### src/rtl/cpu_control_unit_if.sv
// Bus bundle between the accumulator CPU sequencer and its MainMemory / ALU.
//   mem_addr         : 16-bit memory address ({4'b0, 12-bit addr})
//   mem_wdata        : memory write data (the accumulator)
//   mem_write_enable : memory write strobe
//   mem_rdata        : memory read data, valid the cycle after the address
//   alu_opcode       : ALU function select
//   alu_operand1/2   : ALU operands (AC, MBR)
//   alu_result       : combinational ALU result
// master = sequencer side, slave = memory/ALU side.
interface cpu_control_unit_if;
  logic [15:0] mem_addr;
  logic [15:0] mem_wdata;
  logic        mem_write_enable;
  logic [15:0] mem_rdata;
  logic [3:0]  alu_opcode;
  logic [15:0] alu_operand1;
  logic [15:0] alu_operand2;
  logic [15:0] alu_result;

  modport master (
    output mem_addr, mem_wdata, mem_write_enable,
    output alu_opcode, alu_operand1, alu_operand2,
    input  mem_rdata, alu_result
  );

  modport slave (
    input  mem_addr, mem_wdata, mem_write_enable,
    input  alu_opcode, alu_operand1, alu_operand2,
    output mem_rdata, alu_result
  );
endinterface

### src/rtl/cpu_control_unit.sv
// Fetch/decode/execute sequencer for the 16-bit accumulator CPU.
// Holds PC, IR, MBR and AC and runs a single-issue multi-cycle FSM.
// Ports:
//   clk    : clock, rising edge
//   reset  : synchronous active-high reset
//   bus    : memory + ALU bundle (master side)
//   pc     : program counter (12 bits)
//   ac     : accumulator
//   ir     : instruction register
//   halted : high while in HALTED
module cpu_control_unit (
  input  logic                clk,
  input  logic                reset,
  cpu_control_unit_if.master  bus,
  output logic [11:0]         pc,
  output logic [15:0]         ac,
  output logic [15:0]         ir,
  output logic                halted
);

  typedef enum logic [2:0] {
    S_FETCH, S_LATCH_IR, S_DECODE, S_OP_READ,
    S_OP_LATCH, S_EXECUTE, S_STORE, S_HALTED
  } state_t;

  // Instruction ops (IR[15:12])
  localparam logic [3:0] OP_NOP   = 4'h0;
  localparam logic [3:0] OP_LOAD  = 4'h1;
  localparam logic [3:0] OP_STORE = 4'h2;
  localparam logic [3:0] OP_ADD   = 4'h3;
  localparam logic [3:0] OP_SUB   = 4'h4;
  localparam logic [3:0] OP_AND   = 4'h5;
  localparam logic [3:0] OP_OR    = 4'h6;
  localparam logic [3:0] OP_XOR   = 4'h7;
  localparam logic [3:0] OP_SHL   = 4'h8;
  localparam logic [3:0] OP_SHR   = 4'h9;
  localparam logic [3:0] OP_JUMP  = 4'hA;
  localparam logic [3:0] OP_JZ    = 4'hB;
  localparam logic [3:0] OP_CMPGT = 4'hC;
  localparam logic [3:0] OP_CMPEQ = 4'hD;
  localparam logic [3:0] OP_MUL   = 4'hE;
  localparam logic [3:0] OP_HALT  = 4'hF;

  // ALU function codes
  localparam logic [3:0] ALU_ADD   = 4'b0000;
  localparam logic [3:0] ALU_SUB   = 4'b0001;
  localparam logic [3:0] ALU_MUL   = 4'b0010;
  localparam logic [3:0] ALU_SHL   = 4'b0100;
  localparam logic [3:0] ALU_SHR   = 4'b0101;
  localparam logic [3:0] ALU_AND   = 4'b1000;
  localparam logic [3:0] ALU_OR    = 4'b1001;
  localparam logic [3:0] ALU_XOR   = 4'b1010;
  localparam logic [3:0] ALU_CMPGT = 4'b1110;
  localparam logic [3:0] ALU_CMPEQ = 4'b1111;

  state_t      state;
  logic [15:0] mbr;
  logic [3:0]  op;
  logic [11:0] addr;
  logic [3:0]  alu_op;

  assign op   = ir[15:12];
  assign addr = ir[11:0];

  // ALU function is a pure decode of IR, so it is valid in every state and
  // is 0000 out of reset (IR=0 decodes as NOP).
  always_comb begin
    alu_op = ALU_ADD;
    case (op)
      OP_ADD:   alu_op = ALU_ADD;
      OP_SUB:   alu_op = ALU_SUB;
      OP_AND:   alu_op = ALU_AND;
      OP_OR:    alu_op = ALU_OR;
      OP_XOR:   alu_op = ALU_XOR;
      OP_SHL:   alu_op = ALU_SHL;
      OP_SHR:   alu_op = ALU_SHR;
      OP_CMPGT: alu_op = ALU_CMPGT;
      OP_CMPEQ: alu_op = ALU_CMPEQ;
      OP_MUL:   alu_op = ALU_MUL;
      default:  alu_op = ALU_ADD;
    endcase
  end

  // Memory and ALU drives depend only on registered state. The operand
  // address is presented only in OP_READ/STORE; elsewhere PC is shown so
  // the address bus never floats.
  assign bus.mem_addr     = (state == S_OP_READ || state == S_STORE) ?
                            {4'b0000, addr} : {4'b0000, pc};
  assign bus.mem_wdata    = ac;
  // Gated by reset so an aborted STORE never writes, even before the first edge.
  assign bus.mem_write_enable = (state == S_STORE) && !reset;
  assign bus.alu_opcode   = alu_op;
  assign bus.alu_operand1 = ac;
  assign bus.alu_operand2 = mbr;
  assign halted           = (state == S_HALTED);

  always_ff @(posedge clk) begin
    if (reset) begin
      state <= S_FETCH;
      pc    <= 12'h000;
      ir    <= 16'h0000;
      mbr   <= 16'h0000;
      ac    <= 16'h0000;
    end else begin
      case (state)
        S_FETCH: state <= S_LATCH_IR;

        S_LATCH_IR: begin
          ir    <= bus.mem_rdata;
          pc    <= pc + 12'd1;       // wraps FFF -> 000
          state <= S_DECODE;
        end

        S_DECODE: begin
          case (op)
            OP_NOP:  state <= S_FETCH;
            OP_JUMP: begin
              pc    <= addr;
              state <= S_FETCH;
            end
            OP_JZ: begin
              if (ac == 16'h0000) pc <= addr;
              state <= S_FETCH;
            end
            OP_HALT:        state <= S_HALTED;
            OP_SHL, OP_SHR: state <= S_EXECUTE;  // register-only ops
            OP_STORE:       state <= S_STORE;
            default:        state <= S_OP_READ;  // LOAD and memory-operand ALU ops
          endcase
        end

        S_OP_READ: state <= S_OP_LATCH;

        S_OP_LATCH: begin
          mbr   <= bus.mem_rdata;
          state <= S_EXECUTE;
        end

        S_EXECUTE: begin
          ac    <= (op == OP_LOAD) ? mbr : bus.alu_result;
          state <= S_FETCH;
        end

        S_STORE:  state <= S_FETCH;

        S_HALTED: state <= S_HALTED;

        default:  state <= S_FETCH;
      endcase
    end
  end

endmodule

### src/flat_wrapper.sv
// flat-port wrapper written by rule: the top's interface ports become plain ports
module cpu_control_unit_flat 
  (clk, reset, pc, ac, ir, halted, bus_mem_addr, bus_mem_wdata, bus_mem_write_enable, bus_alu_opcode, bus_alu_operand1, bus_alu_operand2, bus_mem_rdata, bus_alu_result);
  cpu_control_unit_if bus_i ();
  input  logic clk;
  input  logic reset;
  output logic [11:0] pc;
  output logic [15:0] ac;
  output logic [15:0] ir;
  output logic halted;
  output wire logic [$bits(bus_i.mem_addr)-1:0] bus_mem_addr;
  output wire logic [$bits(bus_i.mem_wdata)-1:0] bus_mem_wdata;
  output wire logic [$bits(bus_i.mem_write_enable)-1:0] bus_mem_write_enable;
  output wire logic [$bits(bus_i.alu_opcode)-1:0] bus_alu_opcode;
  output wire logic [$bits(bus_i.alu_operand1)-1:0] bus_alu_operand1;
  output wire logic [$bits(bus_i.alu_operand2)-1:0] bus_alu_operand2;
  input wire logic [$bits(bus_i.mem_rdata)-1:0] bus_mem_rdata;
  input wire logic [$bits(bus_i.alu_result)-1:0] bus_alu_result;
  assign bus_mem_addr = bus_i.mem_addr;
  assign bus_mem_wdata = bus_i.mem_wdata;
  assign bus_mem_write_enable = bus_i.mem_write_enable;
  assign bus_alu_opcode = bus_i.alu_opcode;
  assign bus_alu_operand1 = bus_i.alu_operand1;
  assign bus_alu_operand2 = bus_i.alu_operand2;
  assign bus_i.mem_rdata = bus_mem_rdata;
  assign bus_i.alu_result = bus_alu_result;
  cpu_control_unit u_core (.clk(clk), .reset(reset), .bus(bus_i), .pc(pc), .ac(ac), .ir(ir), .halted(halted));
endmodule
### config.mk
export PLATFORM = sky130hd
export DESIGN_NAME = cpu_control_unit_flat
export DESIGN_NICKNAME = d
export VERILOG_FILES = /design/src/rtl/cpu_control_unit_if.sv /design/src/rtl/cpu_control_unit.sv /design/src/flat_wrapper.sv
export SDC_FILE = /design/constraint.sdc
export NUM_CORES = 1
export LEC_CHECK = 0
export CAP_MARGIN = 25
export CORE_UTILIZATION = 30
export DETAILED_ROUTE_END_ITERATION = 10
export HOLD_SLACK_MARGIN = 0.1
export PLACE_DENSITY = 0.66
export RECOVER_POWER = 25
export SYNTH_ARGS = -nofsm -noshare
export SYNTH_HDL_FRONTEND = slang
export SYNTH_SLANG_ARGS = --single-unit
export TNS_END_PERCENT = 100
### constraint.sdc
create_clock -name clk -period 1.6 [get_ports clk]
set_input_delay 0.16 -clock clk [delete_from_list [all_inputs] [get_ports clk]]
set_output_delay 0.16 -clock clk [all_outputs]
set_load 0.02 [all_outputs]
* Yosys cells after proc, flatten, opt, wreduce, memory -nomap -nowiden
Memory sizes are Yosys's and may differ from the RTL's. A register that Yosys moved wholly into a read port is not among the register bits.
Index checks and enable logic that the tools add are counted.
** Cells by class
- Add/subtract/negate cells :: 1
- Eq/ne operators :: 16
- Multiplexer cells :: 9
- Reductions and logical operators :: 11
** Operators by type and width (count)
- $pmux 12 s2 :: 2
- $mux 12 :: 2
- $pmux 3 s7 :: 1
- $eq 4x4->1 const B :: 5
- $logic_not 16->1 :: 1
- $mux 16 :: 1
- $add 12x1->12 const B :: 1
- $eq 3x3->1 const B :: 4
- $pmux 3 s4 :: 1
- $mux 4 :: 2
- $eq 3x2->1 const B :: 2
- $ne 3x2->1 const B :: 2
- $eq 4x1->1 const B :: 1
- $eq 4x2->1 const B :: 1
- $logic_not 4->1 :: 1
- $reduce_or 2->1 :: 2
- $eq 3x1->1 const B :: 1
- $logic_not 3->1 :: 1
- $reduce_and 3->1 :: 1
- $reduce_or 3->1 :: 1
- $reduce_bool 2->1 :: 1
- $logic_and 1x1->1 :: 1
- $logic_not 1->1 :: 1
- $logic_or 1x1->1 :: 1
** Word-level totals
- Bits in registers :: 63
- Bits in read-only memories :: 64
- Input port bits :: 34
- Output and inout port bits :: 114
- Memories :: 1
** Memories
- (no name shown) :: words 16, bits a word 4, read ports 1, clocked after Yosys merged registers in 1, wr ports 0, line cpu_control_unit.sv:69 : case (op)

* Depth between registers and ports, before layout
Gate-level depths: netlist (run 1).
- Depth after elaboration :: 4
- Depth in mapped cells :: 8
- Mapped depth without buffers :: 6

* Least setup slack after synthesis (run 1)
No wires, ideal clock.
- Path type :: register to register
- From :: reg u_core.state[2]
- To :: reg, netlist name u_core.bus.alu_opcode[1]
- Library setup time :: 0.133 ns
- Arrival time :: 1.636 ns
- Data required time :: 1.467 ns
- Slack :: -0.169 ns
- Cell stages (with the launch flop) :: 9
- Path buffers :: 2
- Clock period less this slack :: 1.769 ns
- Cell sequence :: dfxtp_1 > buf_6 > or3b_4 > buf_6 > mux2i_1 > or2_2 > inv_1 > xnor2_1 > nor3_2
** Between the ends
- Word-level cells in the longest chain between the ends :: 3
** Ends and longest elaborated chain
- start: declaration :: line cpu_control_unit.sv:56 : state_t state;
- start signal: assignment :: line cpu_control_unit.sv:99 : state <= S_FETCH;
- start signal: assignment :: line cpu_control_unit.sv:106 : S_FETCH: state <= S_LATCH_IR;
- start signal: assignment :: line cpu_control_unit.sv:111 : state <= S_DECODE;
- $eq 3x1->1 :: line cpu_control_unit.sv:105 : case (state)
- $mux 4 (no source line) (2 in a row)
Every way passes these cells.
A chain may end at the register's enable or synchronous reset.

* Worst setup path in the final report (run 1)
- From :: reg u_core.state[2]
- To :: reg u_core.pc[0]
** Between the ends
- Word-level cells in the longest chain between the ends :: 3
- Elaborated cells between the ends (all ways) :: 7
- Classes of those cells :: eq/ne (4); mux (1); reduce/logical (2)
** Ends and longest elaborated chain
- $eq 3x2->1 or $eq 3x1->1 (tied branches) :: line cpu_control_unit.sv:105
- $ne 3x2->1 (no source line) or $reduce_bool 2->1 (tied branches)
- $reduce_and 3->1 (no source line)
- end signal: assignment :: line cpu_control_unit.sv:110 : pc <= pc + 12'd1;
- end signal: assignment :: line cpu_control_unit.sv:118 : pc <= addr;
- end signal: assignment :: line cpu_control_unit.sv:122 : if (ac == 16'h0000) pc <= addr;
- end: declaration :: line cpu_control_unit.sv:15 : output logic [11:0] pc,
Parallel ways exist; a longest one is shown, timed or not.

==> results of run 1 <==
## worst max-delay path, stage by stage, from the launching register on
cell     delay, ns
dfxtp_4       0.36
buf_6         0.11
or3b_4        0.39
and2_4        0.20
a22oi_4       0.28
buf_6         0.17
nand3_2       0.08
a21oi_2       0.12
## cells in the mapped netlist (2+ instances only)
cell      number  area [um2]
nand4_1        2       12.51
nand2_1       71       266.5
nor3_2         3       30.03
nor4b_1        2       17.52
clkbuf_1      16       60.06
buf_1          2       7.510
buf_2          6       30.03
nor3_1         4       20.02
mux2_2        12       135.1
and3_1         3       18.77
nand3b_1       2       15.01
mux2i_1       19       190.2
buf_4         36       270.3
o31ai_1        3       22.52
nand3_1        5       25.02
a21oi_1       50       250.2
and4_1         2       17.52
a31o_1         2       17.52
mux2i_2        2       27.53
dfxtp_1       67        1341
nor4_1         5       31.28
inv_1          5       18.77
o21ai_0       14       70.07
buf_6          5       56.30
a32o_1         3       30.03
a21o_1         2       15.01
a211oi_1      17       127.6
nor2b_1        2       12.51
nor3b_1        2       15.01
nor2_1        29       108.9
## sequential cells by signal, indices dropped and copies added (netlist names)
name                     flops
u_core.bus.alu_opcode        4
u_core.ac                   16
u_core.bus.alu_operand2     16
u_core.state                 3
u_core.pc                   12
u_core.ir                   16
## worst paths after layout
check                                                   end  slack (ns)
worst max-delay path                           u_core.pc[0]       -0.18
worst min-delay path                          u_core.ir[13]        0.41
worst min register to register  u_core.bus.alu_operand2[10]        0.47
worst max register to register                 u_core.pc[0]       -0.18
## routing by layer
metal	GRT usage (%)	up-vias	wire, um
li1	-	1710	-
met3	3.347	19	739
met5	0	-	0
met4	6.660	0	255
met1	23.92	1655	5185
met2	31.18	147	5330
## layout by cell type, fill, tap and decap left out, types with 4 or more instances in the layout
cell type,n
buf_6,18
clkbuf_16,11
nand3_1,4
o21ai_0,5
nor2_1,26
dlygate4sd2_1,10
buf_12,5
a21oi_2,8
a211oi_1,15
o21ai_1,7
nand2_1,64
nor3_2,5
buf_4,43
clkbuf_1,26
conb_1,4
mux2i_1,19
a21oi_1,42
nand2_2,7
clkdlybuf4s50_1,93
mux2_4,12
dfxtp_1,63
## timing repair
item / CTS / global route
endpoints found under the setup margin: 41 / 79
gates resized for setup: 119 / 56
pin swaps: 17 / 7
setup buffers: 4 / 2
cloned: 2 / 2
## power groups by stage
| stage | clock network (mW) | registers [mW] | logic [mW] |
|---|---|---|---|
| global placement | 0 | 1.87 | 1.13 |
| global route | 2.42 | 1.86 | 1.36 |
| CTS | 2.34 | 1.84 | 1.23 |
| floorplan | 0 | 1.95 | 0.558 |
| finish | 2.31 | 1.85 | 1.27 |
| detailed placement | 0 | 1.87 | 1.15 |
## logic make-up (layout without fill, tap and decap cells)
| group | after synthesis | in the layout |
|---|---|---|
| DFF | 67 | 67 |
| xor gates and xnor gates | 2 | 2 |
| buffers and inverters | 70 | 226 |
| muxes | 33 | 33 |
| other | 1 | 4 |
| AOI/OAI and AO/OA | 99 | 100 |
| and+or+nand+nor | 139 | 139 |
| adders and majority gates | 1 | 1 |
## area by class of cell
cell class / instances / area [um2]
clock inverters: 6 / 112.6
multi-input cells: 279 / 1897
inverters: 5 / 21.27
well taps: 140 / 175.2
repair buffers: 205 / 1867
fillers: 1093 / 5368
clock buffers: 10 / 239.0
flip-flops and latches: 67 / 1351
==> impl_metrics.tcl, run 1 <==
set metrics [dict create \
    status "finished with violations" \
    failed_checks "negative setup slack" \
    layout-drive-gt1-share_pct 26.75 \
    synth_cells 412 \
    ys_dominant_reg_cell "dfxtp_1" \
    p_leak_nw 2.164 \
    rows 38 \
    setup.worst_path.class "register to register" \
    drv_slew 0 \
    power_frac_comb_pct 23.4 \
    clkPwrFrac_pct 42.6 \
    p_int_mw 3.935 \
    cts_tree "built" \
    post-place-cells 687 \
    synth_top_family_by_area "simple AND/OR/NAND/NOR gates" \
    diodes 0 \
    hold_slack_ns 0.4090 \
    grt_first_pass_wirelength_um 17130 \
    async_reset_ff_share_pct 0 \
    via_per_inst 4.959 \
    rsz0062_at_grt "yes" \
    r2r.worst_path.cells 7 \
    r2r_start "u_core.state[2]" \
    dieHeight_um 109.1 \
    clock-sinks 67 \
    cp.arrival_ns 2.04 \
    hold_viol 0 \
    cts_buffers 9 \
    ys_seq_area_share_pct 38.95 \
    clock_skew_ns 0.008709 \
    synth_area_mm2 0.003443 \
    cap_violations 0 \
    hp-class "input pin to register" \
    power.total_mw 5.429 \
    fin_util_pct 51.34 \
    drtIter0Drc 114 \
    crit_fanout 6 \
    antenna_found_initial 0 \
    synth-adder-area-share_pct 0.3634 \
    antenna_left 0 \
    clock_path_buffers 2 \
    power_density_mw_per_mm2 958.7 \
    start_kind "register" \
    dp_hpwl_um 7914 \
    first_pass_iters 4 \
    crit_start "u_core.state[2]" \
    syn_area_per_cell_um2 8.358 \
    finalWorstSetupSlack_ns -0.1803 \
    seqPwrFrac_pct 34.1 \
    grt_max_degree 36 \
    grt_pass1_vias 3358 \
    hold_path_depth 3 \
    fmax_mhz 561.7 \
    post_drt_wl_per_cell_um 16.17 \
    die-area_mm2 0.01191 \
    p_switching_mw 1.494 \
    drcViolationCount 0 \
    die_w_um 109.1 \
    fin_area_mm2 0.005663 \
    grt_overflow 0 \
    synth_warnings 0 \
    ys_types 49 \
    final_cells 712 \
    ir_drop_uv 447.8 \
    synth_seq_cells 67 \
    finalCritPeriodShare_pct 111.3 \
    port_buffers 143 \
    min-delay-start "reset" \
    initial_core_util_pct 31.22 \
    synthMuxAreaShare_pct 10.25 \
    yosys.area_share.simple_pct 18.90 \
    totalWireLength_um 11510 \
    synth-edff-count 0 \
    h-tree-depth 3 \
    gp_congestion 0.8179 \
    synth_compound_area_share_pct 18.06 \
    syn_to_final_growth_pct 64.46 \
    cts.root.buffer_cell "clkbuf_16" \
    required_ns 1.86 \
    clk_latency_ns 0.33 \
    ios 148 \
    dpl_cell_area_mm2 0.005124 \
    dr_total_vias 3531 \
    swShare_pct 27.52 \
    worstSetupEndpointType "register" \
    grt.total_usage_pct 18.67 \
    pre_cts_slack_ns -0.2405 \
    hold_buffers 0 \
    setup_violations 30 \
    cts.reportedPaths.clkPinSlew_ns 0.06 \
    period_needed_ns 1.780 \
    setup-tns-final_ns -3.594 \
    core_mm2 0.01103 \
    fin_nets 602 \
    synthXorXnorAreaFrac_pct 0.5087 \
]
No activity file was read; power rests on OpenSTA's default activity.
==> inputs of run 2 (changes only) <==
Settings changed: SKIP_CTS_REPAIR_TIMING from default to 1.
==> impl_metrics.tcl, run 2 (synthesis gave the netlist of run 1 again) <==
set metrics [dict create \
    power_density_mw_per_mm2 967.1 \
    dpl_cell_area_mm2 0.005124 \
    r2r_start "u_core.state[2]" \
    die_w_um 109.1 \
    ir_drop_uv 435.6 \
    drtIter0Drc 103 \
    fin_nets 602 \
    clk_latency_ns 0.33 \
    grt_first_pass_wirelength_um 16420 \
    dr_total_vias 3493 \
    fill_cells 1094 \
    start_kind "register" \
    port_buffers 143 \
    gp_congestion 0.8179 \
    antenna_left 0 \
    status "finished with violations" \
    r2r_slack_ns -0.22 \
    grt_pass1_vias 3276 \
    clock-sinks 67 \
    seq_area_mm2 0.001351 \
    grt_max_degree 36 \
    ios 148 \
    clock_skew_ns 0.009534 \
    r2r.worst_path.cells 6 \
    drcViolationCount 0 \
    via_per_inst 4.906 \
    setup_violations 29 \
    syn_to_final_growth_pct 62.06 \
    die-area_mm2 0.01191 \
    diodes 0 \
    core_mm2 0.01103 \
    cts.root.buffer_cell "clkbuf_16" \
    cts_tree "built" \
    cap_violations 0 \
    grt.total_usage_pct 17.88 \
    final_common_cell "clkdlybuf4s50_1" \
    hp-class "input pin to register" \
    antenna_found_initial 0 \
    multiInputGateArea_mm2 0.001831 \
    hold_viol 0 \
    fin_area_mm2 0.005580 \
    cts_buffers 9 \
    h-tree-depth 3 \
    rows 38 \
    finalWorstSetupSlack_ns -0.2198 \
    r2r_end "u_core.pc[4]" \
    required_ns 1.81 \
    fmax_mhz 549.5 \
    dp_hpwl_um 7914 \
    rsz0062_at_grt "yes" \
    setup-tns-final_ns -4.662 \
    finalCritPeriodShare_pct 113.7 \
    p_leak_nw 2.150 \
    first_pass_iters 4 \
    layout-drive-gt1-share_pct 25.52 \
    clock_path_buffers 2 \
    worstSetupEndpointType "register" \
    dieHeight_um 109.1 \
    drv_slew 0 \
    initial_core_util_pct 31.22 \
    layout_common_cells "95 x clkdlybuf4s50_1, 67 x nand2_1, 63 x dfxtp_1" \
    grt_overflow 0 \
    whs_endpoint "u_core.ir[13]" \
    crit_fanout 6 \
    min-delay-start "reset" \
    cts.reportedPaths.clkPinSlew_ns 0.06 \
    cp.arrival_ns 2.03 \
    post_drt_wl_per_cell_um 16.01 \
    failed_checks "negative setup slack" \
    period_needed_ns 1.820 \
    hold_path_depth 3 \
    totalWireLength_um 11400 \
    setup.worst_path.class "register to register" \
]
[run 2: cell count changes in the layout (fill, tap and decap cells not counted), moves of 3 or more]
| cell | before | now |
|---|---|---|
| a21oi_1 | 42 | 49 |
| a21oi_2 | 8 | 1 |
| buf_4 | 43 | 46 |
| clkbuf_1 | 26 | 30 |
| dlygate4sd2_1 | 10 | 0 |
| dlygate4sd3_1 | 3 | 0 |
| dlymetal6s2s_1 | 0 | 3 |
| nand2_1 | 64 | 67 |
| nand2_2 | 7 | 4 |
[run 2: how the worst max path moves through the flow]
| stage | cells after the start | end | startpoint | slack, ns |
|---|---|---|---|---|
| 6_report | 6 | u_core.pc[4] | u_core.state[2] | -0.22 |
| 5_1_grt | 7 | u_core.bus.alu_opcode[1] | u_core.state[2] | -0.30 |
| 4_1_cts | 5 | bus_mem_addr[5] | u_core.state[2] | -0.53 |
| 3_5_place_dp | 7 | u_core.pc[3] | u_core.ac[7] | -0.24 |
| 3_3_place_gp | 7 | u_core.pc[3] | u_core.ac[7] | -0.20 |
| 2_1_floorplan | 8 | u_core.bus.alu_opcode[1] | u_core.state[2] | -0.07 |
[run 2: critical path, cell delays in order (launching register included)]
cell and delay [ns]:
dfxtp_4 0.36, buf_6 0.11, or3b_4 0.40, and2_4 0.19, a22oi_4 0.31, o21ai_1 0.12, a31o_1 0.22
[run 2: through the flow]
step           hold slack, ns  total power [mW]  std cells  worst slack, ns  utilization, %
4_1_cts                0.3864             5.336        703          -0.5337           49.64
6_report               0.3943             5.397        712          -0.2198           50.59
2_1_floorplan          0.2822             2.505        415         -0.06794               -
3_3_place_gp           0.4696             3.001        687          -0.2023           46.45
3_5_place_dp           0.4653             3.022        687          -0.2405           46.45
5_1_grt                0.4114             5.610        712          -0.2974           50.59
[run 2: final cells by class]
class / instances / share of cell area [%]
Timing Repair Buffer: 205 / 33.16
Multi-Input combinational cell: 279 / 32.80
Sequential cell: 67 / 24.22
Clock buffer: 10 / 4.283
Tap cell: 140 / 3.139
Clock inverter: 6 / 2.018
Inverter: 5 / 0.3812
[run 2: power by group]
group          switching (mW)  total, mW  leakage [nW]  internal, mW
Combinational           0.636       1.24          1.43         0.607
Clock                   0.740       2.31         0.173          1.57
Sequential             0.0933       1.85         0.546          1.75
Total                    1.47       5.40          2.15          3.93
[run 2: metal layers]
layer	share of wire [%]	vias to the layer above	GRT usage, %
li1	-	1712	-
met1	44	1626	22.94
met2	48	142	29.87
met3	6.3	13	3.347
met4	1.7	0	6.081
met5	0	-	0
==> inputs of run 3 (changes only) <==
Settings changed: RECOVER_POWER 25 to default.
==> impl_metrics.tcl, run 3 (synthesis gave the netlist of run 1 again) <==
set metrics [dict create \
    layout_common_cells "95 x clkdlybuf4s50_1, 67 x nand2_1, 63 x dfxtp_1" \
    core_mm2 0.01103 \
    rsz0062_at_grt "yes" \
    fin_nets 602 \
    dp_hpwl_um 7914 \
    cap_violations 0 \
    finalWorstSetupSlack_ns -0.2098 \
    status "finished with violations" \
    cts_buffers 9 \
    hold_viol 0 \
    r2r_end "u_core.pc[4]" \
    totalWireLength_um 11350 \
    first_pass_iters 4 \
    antenna_left 0 \
    crit_chain "buf_6 > or3b_4 > and2_4 > a22oi_4 > o21ai_1 > a31o_1" \
    power_density_mw_per_mm2 929.0 \
    dr_total_vias 3485 \
    fin_area_mm2 0.005843 \
    layout-drive-gt1-share_pct 25.52 \
    fill_cells 1027 \
    cts.root.buffer_cell "clkbuf_16" \
    grt_max_degree 36 \
    dpl_cell_area_mm2 0.005124 \
    start_kind "register" \
    fin_util_pct 52.97 \
    clk_latency_ns 0.33 \
    ir_drop_uv 437.8 \
    crit_fanout 6 \
    drcViolationCount 0 \
    critical_path.endpoint "u_core.pc[4]" \
    clock_skew_ns 0.008858 \
    path_delay_family "compound AO/OA/AOI/OAI gates" \
    finalCritPeriodShare_pct 113.1 \
    ios 148 \
    die_w_um 109.1 \
    required_ns 1.81 \
    final_cells 712 \
    p_leak_nw 2.764 \
    power.total_mw 5.428 \
    failed_checks "negative setup slack" \
    worstSetupEndpointType "register" \
    h-tree-depth 3 \
    setup-tns-final_ns -4.592 \
    die-area_mm2 0.01191 \
    crit_cells 6 \
    clock-sinks 67 \
    grt_overflow 0 \
    r2r.worst_path.cells 6 \
    hold_slack_ns 0.3915 \
    r2r_slack_ns -0.21 \
    port_buffers 143 \
    r2r_start "u_core.state[2]" \
    cts_tree "built" \
    period_needed_ns 1.810 \
    grt_pass1_vias 3276 \
    drv_slew 0 \
    cts.reportedPaths.clkPinSlew_ns 0.06 \
    diodes 0 \
    post_drt_wl_per_cell_um 15.94 \
    critPathBufInv 1 \
    antenna_found_initial 0 \
    setup_violations 29 \
    drtIter0Drc 117 \
    rows 38 \
    grt.total_usage_pct 17.88 \
    cp.arrival_ns 2.02 \
    grt_first_pass_wirelength_um 16420 \
    cpPeakStageDelay_ns 0.39 \
    syn_to_final_growth_pct 69.69 \
    post-place-cells 687 \
    hp-class "input pin to register" \
    dieHeight_um 109.1 \
    clock_path_buffers 2 \
    hold_path_depth 3 \
    crit_start "u_core.state[2]" \
    fmax_mhz 552.5 \
    final_common_cell "clkdlybuf4s50_1" \
    pre_cts_slack_ns -0.2405 \
    slowest_stage "or3b_4" \
    gp_congestion 0.8179 \
    setup.worst_path.class "register to register" \
    initial_core_util_pct 31.22 \
    via_per_inst 4.895 \
]
run 3: worst min path at each step:
stage | endpoint | from | slack, ns
floorplan | u_core.bus.alu_opcode[2] | reset | 0.28
global placement | u_core.bus.alu_operand2[9] | u_core.bus.alu_operand2[9] | 0.47
detailed placement | u_core.bus.alu_operand2[10] | u_core.bus.alu_operand2[10] | 0.47
CTS | u_core.ir[13] | reset | 0.39
global route | u_core.ir[12] | reset | 0.41
finish | u_core.ir[13] | reset | 0.39
run 3: cell type report:
class | instances | area, um2 | share of cell area, %
repair buffers | 205 | 2113 | 36.17
multi-input cells | 279 | 1831 | 31.33
flip-flops and latches | 67 | 1351 | 23.13
clock buffers | 10 | 239.0 | 4.090
well taps | 140 | 175.2 | 2.998
clock inverters | 6 | 112.6 | 1.927
inverters | 5 | 21.27 | 0.3640
run 3: power by group:
group | switching (mW) | internal (mW)
combinational | 0.637 | 0.636
clock | 0.742 | 1.57
sequential | 0.0928 | 1.75
run 3: tightest hold or removal path: stages:
cell	delay (ns)
buf_2	0.12
buf_4	0.26
nor2_1	0.14
run 3: per-layer routing:
layer  vias to the layer above  wire length (um)  global-route usage [%]  share of wire (%)
li1                       1715                 -                       -                  -
met1                      1612              4950                   22.94                 44
met3                        13               765                   3.347                6.7
met5                         -                 0                       0                  0
met4                         0               193                   6.081                1.7
met2                       145              5441                   29.87                 48
